==> config.mk <==
export PLATFORM = sky130hd
export DESIGN_NAME = stream_mux_rr
export DESIGN_NICKNAME = d
export VERILOG_FILES = /design/src/rtl/stream_mux_rr.sv
export SDC_FILE = /design/constraint.sdc
export NUM_CORES = 1
export LEC_CHECK = 0
export ABC_CLOCK_PERIOD_IN_PS = 1600
export BUFFER_PORTS_ARGS = -buffer_cell sky130_fd_sc_hd__clkbuf_2
export CORE_ASPECT_RATIO = 0.9
export CORE_MARGIN = 2
export CORE_UTILIZATION = 39
export CTS_CLUSTER_SIZE = 24
export DETAILED_ROUTE_END_ITERATION = 7
export PLACE_DENSITY = 0.75
export SLEW_MARGIN = 20
export SYNTH_ARGS = -nofsm -noshare
export SYNTH_HDL_FRONTEND = slang
export SYNTH_SLANG_ARGS = --single-unit
==> constraint.sdc <==
create_clock -name clk -period 1.6 [get_ports clk]
set_input_delay 0 -clock clk [delete_from_list [all_inputs] [get_ports clk]]
set_output_delay 0 -clock clk [all_outputs]
set_load 0.005 [all_outputs]
==> src/rtl/stream_mux_rr.sv <==
// stream_mux_rr: registered NUM_CH:1 stream multiplexer with valid/ready handshakes.
// The arbiter runs in one of two modes. In fixed mode it forwards the channel named
// by sel. In round-robin mode it grants the first valid channel after the last
// channel that transferred. One output register decouples downstream timing.

// Per-channel ready slice: asserts when this channel owns the current grant.
module stream_mux_rr_ch #(
    parameter int CH_W = 2,
    parameter int IDX  = 0
) (
    input  logic [CH_W-1:0] gnt,
    input  logic            grant_en,
    output logic            ready
);
    localparam logic [CH_W-1:0] MY_IDX = CH_W'(IDX);

    assign ready = grant_en && (gnt == MY_IDX);
endmodule

module stream_mux_rr #(
    parameter int NUM_CH = 4,
    parameter int WIDTH  = 8,
    localparam int CH_W  = $clog2(NUM_CH)
) (
    input  logic                    clk,
    input  logic                    rst,
    input  logic                    mode,
    input  logic [CH_W-1:0]         sel,
    input  logic [NUM_CH-1:0]       in_valid,
    input  logic [NUM_CH*WIDTH-1:0] in_data,
    output logic [NUM_CH-1:0]       in_ready,
    output logic                    out_valid,
    output logic [WIDTH-1:0]        out_data,
    output logic [CH_W-1:0]         out_ch,
    input  logic                    out_ready
);

    localparam logic [CH_W-1:0] LAST_CH = CH_W'(NUM_CH - 1);

    // Output stage and arbitration state
    logic              out_valid_q, out_valid_d;
    logic [WIDTH-1:0]  out_data_q,  out_data_d;
    logic [CH_W-1:0]   out_ch_q,    out_ch_d;
    logic [CH_W-1:0]   last_grant_q, last_grant_d;

    // Arbitration signals
    logic [NUM_CH-1:0][WIDTH-1:0] ch_data;
    logic              load;
    logic              sel_in_range;
    logic [CH_W-1:0]   rr_gnt;
    logic              rr_found;
    logic [CH_W-1:0]   gnt;
    logic              gnt_vld;
    logic              grant_en;

    assign ch_data = in_data;

    // The output register may take a new word when it is empty or being drained.
    assign load = !out_valid_q || out_ready;

    // Round-robin scan: first valid channel at last_grant+1, +2, ... modulo NUM_CH.
    always_comb begin
        logic [CH_W-1:0] idx;
        rr_gnt   = '0;
        rr_found = 1'b0;
        idx      = '0;
        for (int k = 1; k <= NUM_CH; k++) begin
            idx = CH_W'((int'(last_grant_q) + k) % NUM_CH);
            if (!rr_found && in_valid[idx]) begin
                rr_found = 1'b1;
                rr_gnt   = idx;
            end
        end
    end

    // Mode select: fixed channel from sel, or the round-robin winner.
    always_comb begin
        sel_in_range = (int'(sel) < NUM_CH);
        gnt          = '0;
        gnt_vld      = 1'b0;
        if (mode) begin
            gnt     = rr_gnt;
            gnt_vld = rr_found;
        end else begin
            gnt     = sel;
            gnt_vld = sel_in_range && in_valid[sel];
        end
    end

    // Readies are held low during reset because reset discards any transfer.
    assign grant_en = load && gnt_vld && !rst;

    genvar gi;
    generate
        for (gi = 0; gi < NUM_CH; gi++) begin : g_ch
            stream_mux_rr_ch #(
                .CH_W (CH_W),
                .IDX  (gi)
            ) u_ch (
                .gnt      (gnt),
                .grant_en (grant_en),
                .ready    (in_ready[gi])
            );
        end
    endgenerate

    // Next-state for the output register; data and channel hold when nothing loads.
    always_comb begin
        out_valid_d  = out_valid_q;
        out_data_d   = out_data_q;
        out_ch_d     = out_ch_q;
        last_grant_d = last_grant_q;
        if (load) begin
            out_valid_d = gnt_vld;
            if (gnt_vld) begin
                out_data_d   = ch_data[gnt];
                out_ch_d     = gnt;
                last_grant_d = gnt;
            end
        end
    end

    // State registers; reset leaves channel 0 first in round-robin order.
    always_ff @(posedge clk) begin
        if (rst) begin
            out_valid_q  <= 1'b0;
            out_data_q   <= '0;
            out_ch_q     <= '0;
            last_grant_q <= LAST_CH;
        end else begin
            out_valid_q  <= out_valid_d;
            out_data_q   <= out_data_d;
            out_ch_q     <= out_ch_d;
            last_grant_q <= last_grant_d;
        end
    end

    assign out_valid = out_valid_q;
    assign out_data  = out_data_q;
    assign out_ch    = out_ch_q;

endmodule

# After elaboration in Yosys (flattened, before gate mapping)
# Cells that the tools add are included.
# Widths: inputs -> output; s select.
dict set report classes {
  add_sub_neg 4
  mul 0
  n_div 0
  order_cmp 6
  eq_ne 3
  shifts 0
  n_mux 22
  bitwise 0
  reduce_logical 17
}
# operator count
set op_table {}
lappend op_table {{$lt 2x3->1 const B} 6}
lappend op_table {{$bmux 8 s2} 1}
lappend op_table {{$bmux 1 s2} 5}
lappend op_table {{$mux 1} 10}
lappend op_table {{$mux 2} 5}
lappend op_table {{$logic_and 1x1->1} 9}
lappend op_table {{$mux 8} 1}
lappend op_table {{$logic_not 1->1} 5}
lappend op_table {{$add 2x1->2 const B} 2}
lappend op_table {{$add 2x2->2 const B} 2}
lappend op_table {{$eq 2x2->1 const B} 2}
lappend op_table {{$eq 2x1->1 const B} 1}
lappend op_table {{$logic_not 2->1} 1}
lappend op_table {{$reduce_and 2->1} 1}
lappend op_table {{$logic_or 1x1->1} 1}
dict set report totals {
  register_bits 13
  latchBits 0
  ramBits 0
  mem_bits_ro 0
  input_bits 42
  out_inout_bits 15
  elab_cells 56
  mem_count 0
}

# Logic depth before layout (Yosys ltp)
dict set report depth {
  depth_word 17
  ltp_mapped 8
  depth_no_buf 5
}

# Cells and area by module
# A second synthesis with hierarchy kept.
dict set report hier_totals {
  cells_unflattened 180
  area_unflattened_um2 1350.0
}
# mod instances cells_each area_each_um2 seq_area_each_um2
set by_module_without_submodules {}
lappend by_module_without_submodules {stream_mux_rr 1 176 1313.8 260.2}
lappend by_module_without_submodules {{stream_mux_rr_ch (g_ch[1].u_ch ...)} 2 1 8.8 0.0}
lappend by_module_without_submodules {{stream_mux_rr_ch (g_ch[0].u_ch)} 1 1 12.5 0.0}
lappend by_module_without_submodules {{stream_mux_rr_ch (g_ch[3].u_ch)} 1 1 6.3 0.0}

# Worst setup path before layout
# Ideal clock, no wire load.
dict set report synth_path {
  path_kind {register to register}
  from {register last_grant_q[1]}
  to {register out_data_q[6] (netlist: out_data[6])}
  setup_ns 0.126
  t_arrival_ns 1.572
  t_required_ns 1.474
  setup_slack_ns -0.099
  path_stages_with_launch 7
  n_path_buf 1
  synth_period_minus_slack_ns 1.699
  path_cell_list {dfxtp_1 and3b_1 a311oi_4 buf_2 nor3b_1 a211oi_1 o31ai_2}
}
dict set report synth_via {
  elab_chain_cells 16
  elab_cells_between_ends 31
  classes_between {add/sub: 4; mux: 20; reduce/logical: 7}
}
# item line_no
set synth_rtl {}
lappend synth_rtl {{start, declared} 44} ;# logic [CH_W-1:0] last_grant_q, last_grant_d;
lappend synth_rtl {{start signal, assigned} 134} ;# last_grant_q <= last_grant_d;
lappend synth_rtl {{$add 2x1->2} 68} ;# idx = CH_W'((int'(last_grant_q) + k) % NUM_CH);
lappend synth_rtl {{$bmux 1 s2} 69} ;# if (!rr_found && in_valid[idx]) begin
lappend synth_rtl {{$mux 1 (implied by the code)} 69}
lappend synth_rtl {{$mux 1} 69}
lappend synth_rtl {{$logic_not 1->1} 69}
lappend synth_rtl {{$logic_and 1x1->1} 69}
lappend synth_rtl {{$mux 1} 69}
lappend synth_rtl {{$logic_not 1->1} 69}
lappend synth_rtl {{$logic_and 1x1->1} 69}
lappend synth_rtl {{$mux 1} 69}
lappend synth_rtl {{$logic_not 1->1} 69}
lappend synth_rtl {{$logic_and 1x1->1} 69}
lappend synth_rtl {{$mux 2} 69}
lappend synth_rtl {{$mux 2} 81} ;# if (mode) begin
lappend synth_rtl {{$bmux 8 s2} 116} ;# out_data_d = ch_data[gnt];
lappend synth_rtl {{$mux 8 (implied by the code)} 116}
lappend synth_rtl {{end signal, assigned} 132} ;# out_data_q <= out_data_d;
lappend synth_rtl {{end, declared} 42} ;# logic [WIDTH-1:0] out_data_q, out_data_d;
# Several ways; a longest one is shown, not always the timed one. The select of a mux whose other input is x is not followed.
# A chain may end at the register's enable or synchronous reset.

# Worst setup path in the final report
dict set report layout_path {
  from {register last_grant_q[1]}
  to {register out_data_q[1] (netlist: out_data[1])}
}
# The elaborated chain is that of the path after synthesis.

==> impl_metrics.toml <==
[run_status]
status = "finished, violations left"
failed_checks = "negative setup slack"

[routing]
vias = 1165
vias_per_cell = 5.68
detail-route-antenna-nets = 0
drc = 0
drt_pre_antenna_iters = 4
post_drt_wl_per_cell_um = 16.5
drtIter0Drc = 39
wl_um = 3380

[cts]
cts_buffer_depth = 2
cts.clk_slew.worst_paths_ns = 0.09
cts-buffers-inserted = 3
cts_sinks = 13
hold_buffers = 0
root_buffer = "clkbuf_4"
cts_tree = "built"
htreeDepth = 1
clk_latency_ns = 0.28

[power]
ir_worst_vdd_uv = 432
power_w = 0.00113
powerDensity_nw_per_um2 = 711
p_leak_nw = 0.666

[synthesis]
synth_xor_area_frac = 0
synth_compound_area_frac = 0.321
ys_warn_count = 0
syn-instance-count = 115
ys_ff_latch = 13
avgSynthCellArea_um2 = 8.65
ys_types = 32
synthTopCellsByArea = "dfxtp_1, a211oi_1, nor3b_1"
synth-simple-area-share = 0.301
synth_top_family_by_area = "compound AO/OA/AOI/OAI gates"
yosysTopAreaCell = "dfxtp_1"
synthMuxAreaShare = 0.0226
synth_area_um2 = 995
syn-num-nets = 157
synth-adder-area-share = 0
synth-seq-area-share = 0.262
synth_top_area_frac = 0.262

[cells_and_area]
syn2layout_area_growth_pct = 59.6
drive_gt1_frac = 0.633
multiInputGateArea_um2 = 816
final_cells = 205
ff_latch_area_um2 = 265
antennaDiodeCount = 0
fin_util = 0.649
nNetsFinal = 220
fillers = 187

[setup_path]
r2r-start = "last_grant_q[1]"
critPathCaptureType = "flip-flop"
crit_type = "flip-flop to flip-flop"
start_kind = "flip-flop"
regToRegSetupSlack_ns = -0.07
rr_endpoint = "out_data[1]"
crit_arrival_ns = 1.86
crit_fanout = 5
rr_worst_depth = 7
critical_path_required_ns = 1.79

[floorplan]
die-width_um = 57.2
start_util = 0.407
rows = 17
die-area_um2 = 2970
chipHeight_um = 51.9
core_area_um2 = 2450
ios = 57

[timing]
setup_slack_ns = -0.0730
max_slew_margin = 0.756
fmax_mhz = 598
rsz0062_at_grt = "yes"
fin_crit_sh = 1.05
period_minus_slack_ns = 1.67
skew_ns = 0.00918
hold_viol = 0
finalSetupViolations = 12
report.final.slew_viol_count = 0
tightest_slew_ns = 0.366

[global_route]
grt_max_degree = 19
grt.total_usage = 0.239
grt_pass1_vias = 1121
grt_pass1_wl_um = 5320
antenna_found_initial = 0
overflow = 0

[min_path]
whs_endpoint = "out_valid"
hp-class = "input pin to flip-flop"
hold_path_depth = 4
hold_path.startpoint = "out_ready"

[placement]
place_inst = 192
dp_hpwl_um = 2210
portBuffers = 56
gp_congestion = 0.878

[run]
max-cap-violations = 0
-- state kept, by name, indices dropped and copies added, names as in the netlist --
name,flops
out_data,8
last_grant_q,2
out_ch,2
out_valid,1
-- cells in the mapped netlist, drive strengths merged --
cell type and count:
a211oi 16, nor3b 16, dfxtp 13, buf 9
nand3b 8, o31ai 8, a21oi 6, nand2 6
clkbuf 4, nor2 4, or2 4, a21o 2
nand2b 2, nor2b 2, nor3 2, nor4 2
o21ai 2, a2bb2oi 1, a311oi 1, a41o 1
a41oi 1, and3b 1, clkinv 1, inv 1
mux4 1, o41a 1
-- what timing repair did --
item,4_1_cts,5_1_grt
cloned,0,1
resized for setup,28,14
setup buffers,8,0
pin swaps,9,11
setup endpoints to repair,6,12
-- cell usage in the layout (no fill, tap or decap), types with 2 or more instances in the layout --
cell type,Yosys,layout
nor2b_1,2,2
buf_6,1,4
or2_4,0,2
a21oi_1,6,6
dfxtp_1,13,11
nand2_1,6,6
nor2_1,4,3
o31ai_1,7,7
buf_2,3,4
buf_4,4,9
nor3b_1,16,14
nor3b_2,0,2
a211oi_2,0,14
a21o_1,2,2
nand3b_1,8,8
clkbuf_4,0,3
clkbuf_2,0,52
nor3_2,0,2
a211oi_4,0,2
nor4_2,0,2
-- critical path, stage by stage, from the launching register on --
cell       delay (ns)
dfxtp_4          0.37
and3b_2          0.21
a311oi_4         0.23
or2_4            0.17
buf_4            0.14
clkbuf_16        0.16
a211oi_2         0.06
o31ai_1          0.24
-- through the flow --
step	instance area (um^2)	setup TNS, ns	hold WS [ns]	setup slack (ns)
after CTS	1510	-0.427	0.0226	-0.0771
after detailed placement	1290	0	0.320	0.0134
final	1590	-0.460	0.0342	-0.0730
after global placement	1290	0	0.300	0.0629
after global routing	1590	-1.33	0.0259	-0.150
after floorplan	1000	0	0.189	0.0123
-- power breakdown --
| part | switching [W] | internal [W] | leakage, nW |
|---|---|---|---|
| sequential | 0.0000261 | 0.000363 | 0.108 |
| combinational | 0.000260 | 0.000267 | 0.543 |
| clock | 0.000116 | 0.0000965 | 0.0150 |
-- cell type report --
cell class                      instances  share of cell area
Inverter                                2             0.00473
Sequential cell                        13               0.167
Timing Repair Buffer                   71               0.276
Tap cell                               28              0.0221
Clock buffer                            4              0.0165
Multi-Input combinational cell         87               0.514
-- worst max-delay path by stage --
| stage | startpoint | end | slack (ns) |
|---|---|---|---|
| 5_1_grt | last_grant_q[1] | in_ready[1] | -0.15 |
| 6_report | last_grant_q[1] | out_data[1] | -0.07 |
| 3_5_place_dp | last_grant_q[1] | out_data[6] | 0.01 |
| 3_3_place_gp | last_grant_q[1] | out_data[6] | 0.06 |
| 4_1_cts | last_grant_q[0] | in_ready[3] | -0.08 |
| 2_1_floorplan | last_grant_q[0] | out_data[5] | 0.01 |
-- cell families (layout without fill, tap and decap cells) --
logic type | count (synthesis) | after routing
and+or+nand+nor | 47 | 47
buffers and inverters | 15 | 77
DFF | 13 | 13
AOI/OAI and AO/OA | 39 | 39
muxes | 1 | 1
-- layer usage --
layer  track usage  up-vias  part of all wire
met3        0.0249        4             0.042
met5             0        -                 0
li1              -      567                 -
met1         0.294      555              0.42
met2         0.429       39              0.52
met4        0.0930        0             0.014
Note: power is estimated with default switching activity, not from simulation.
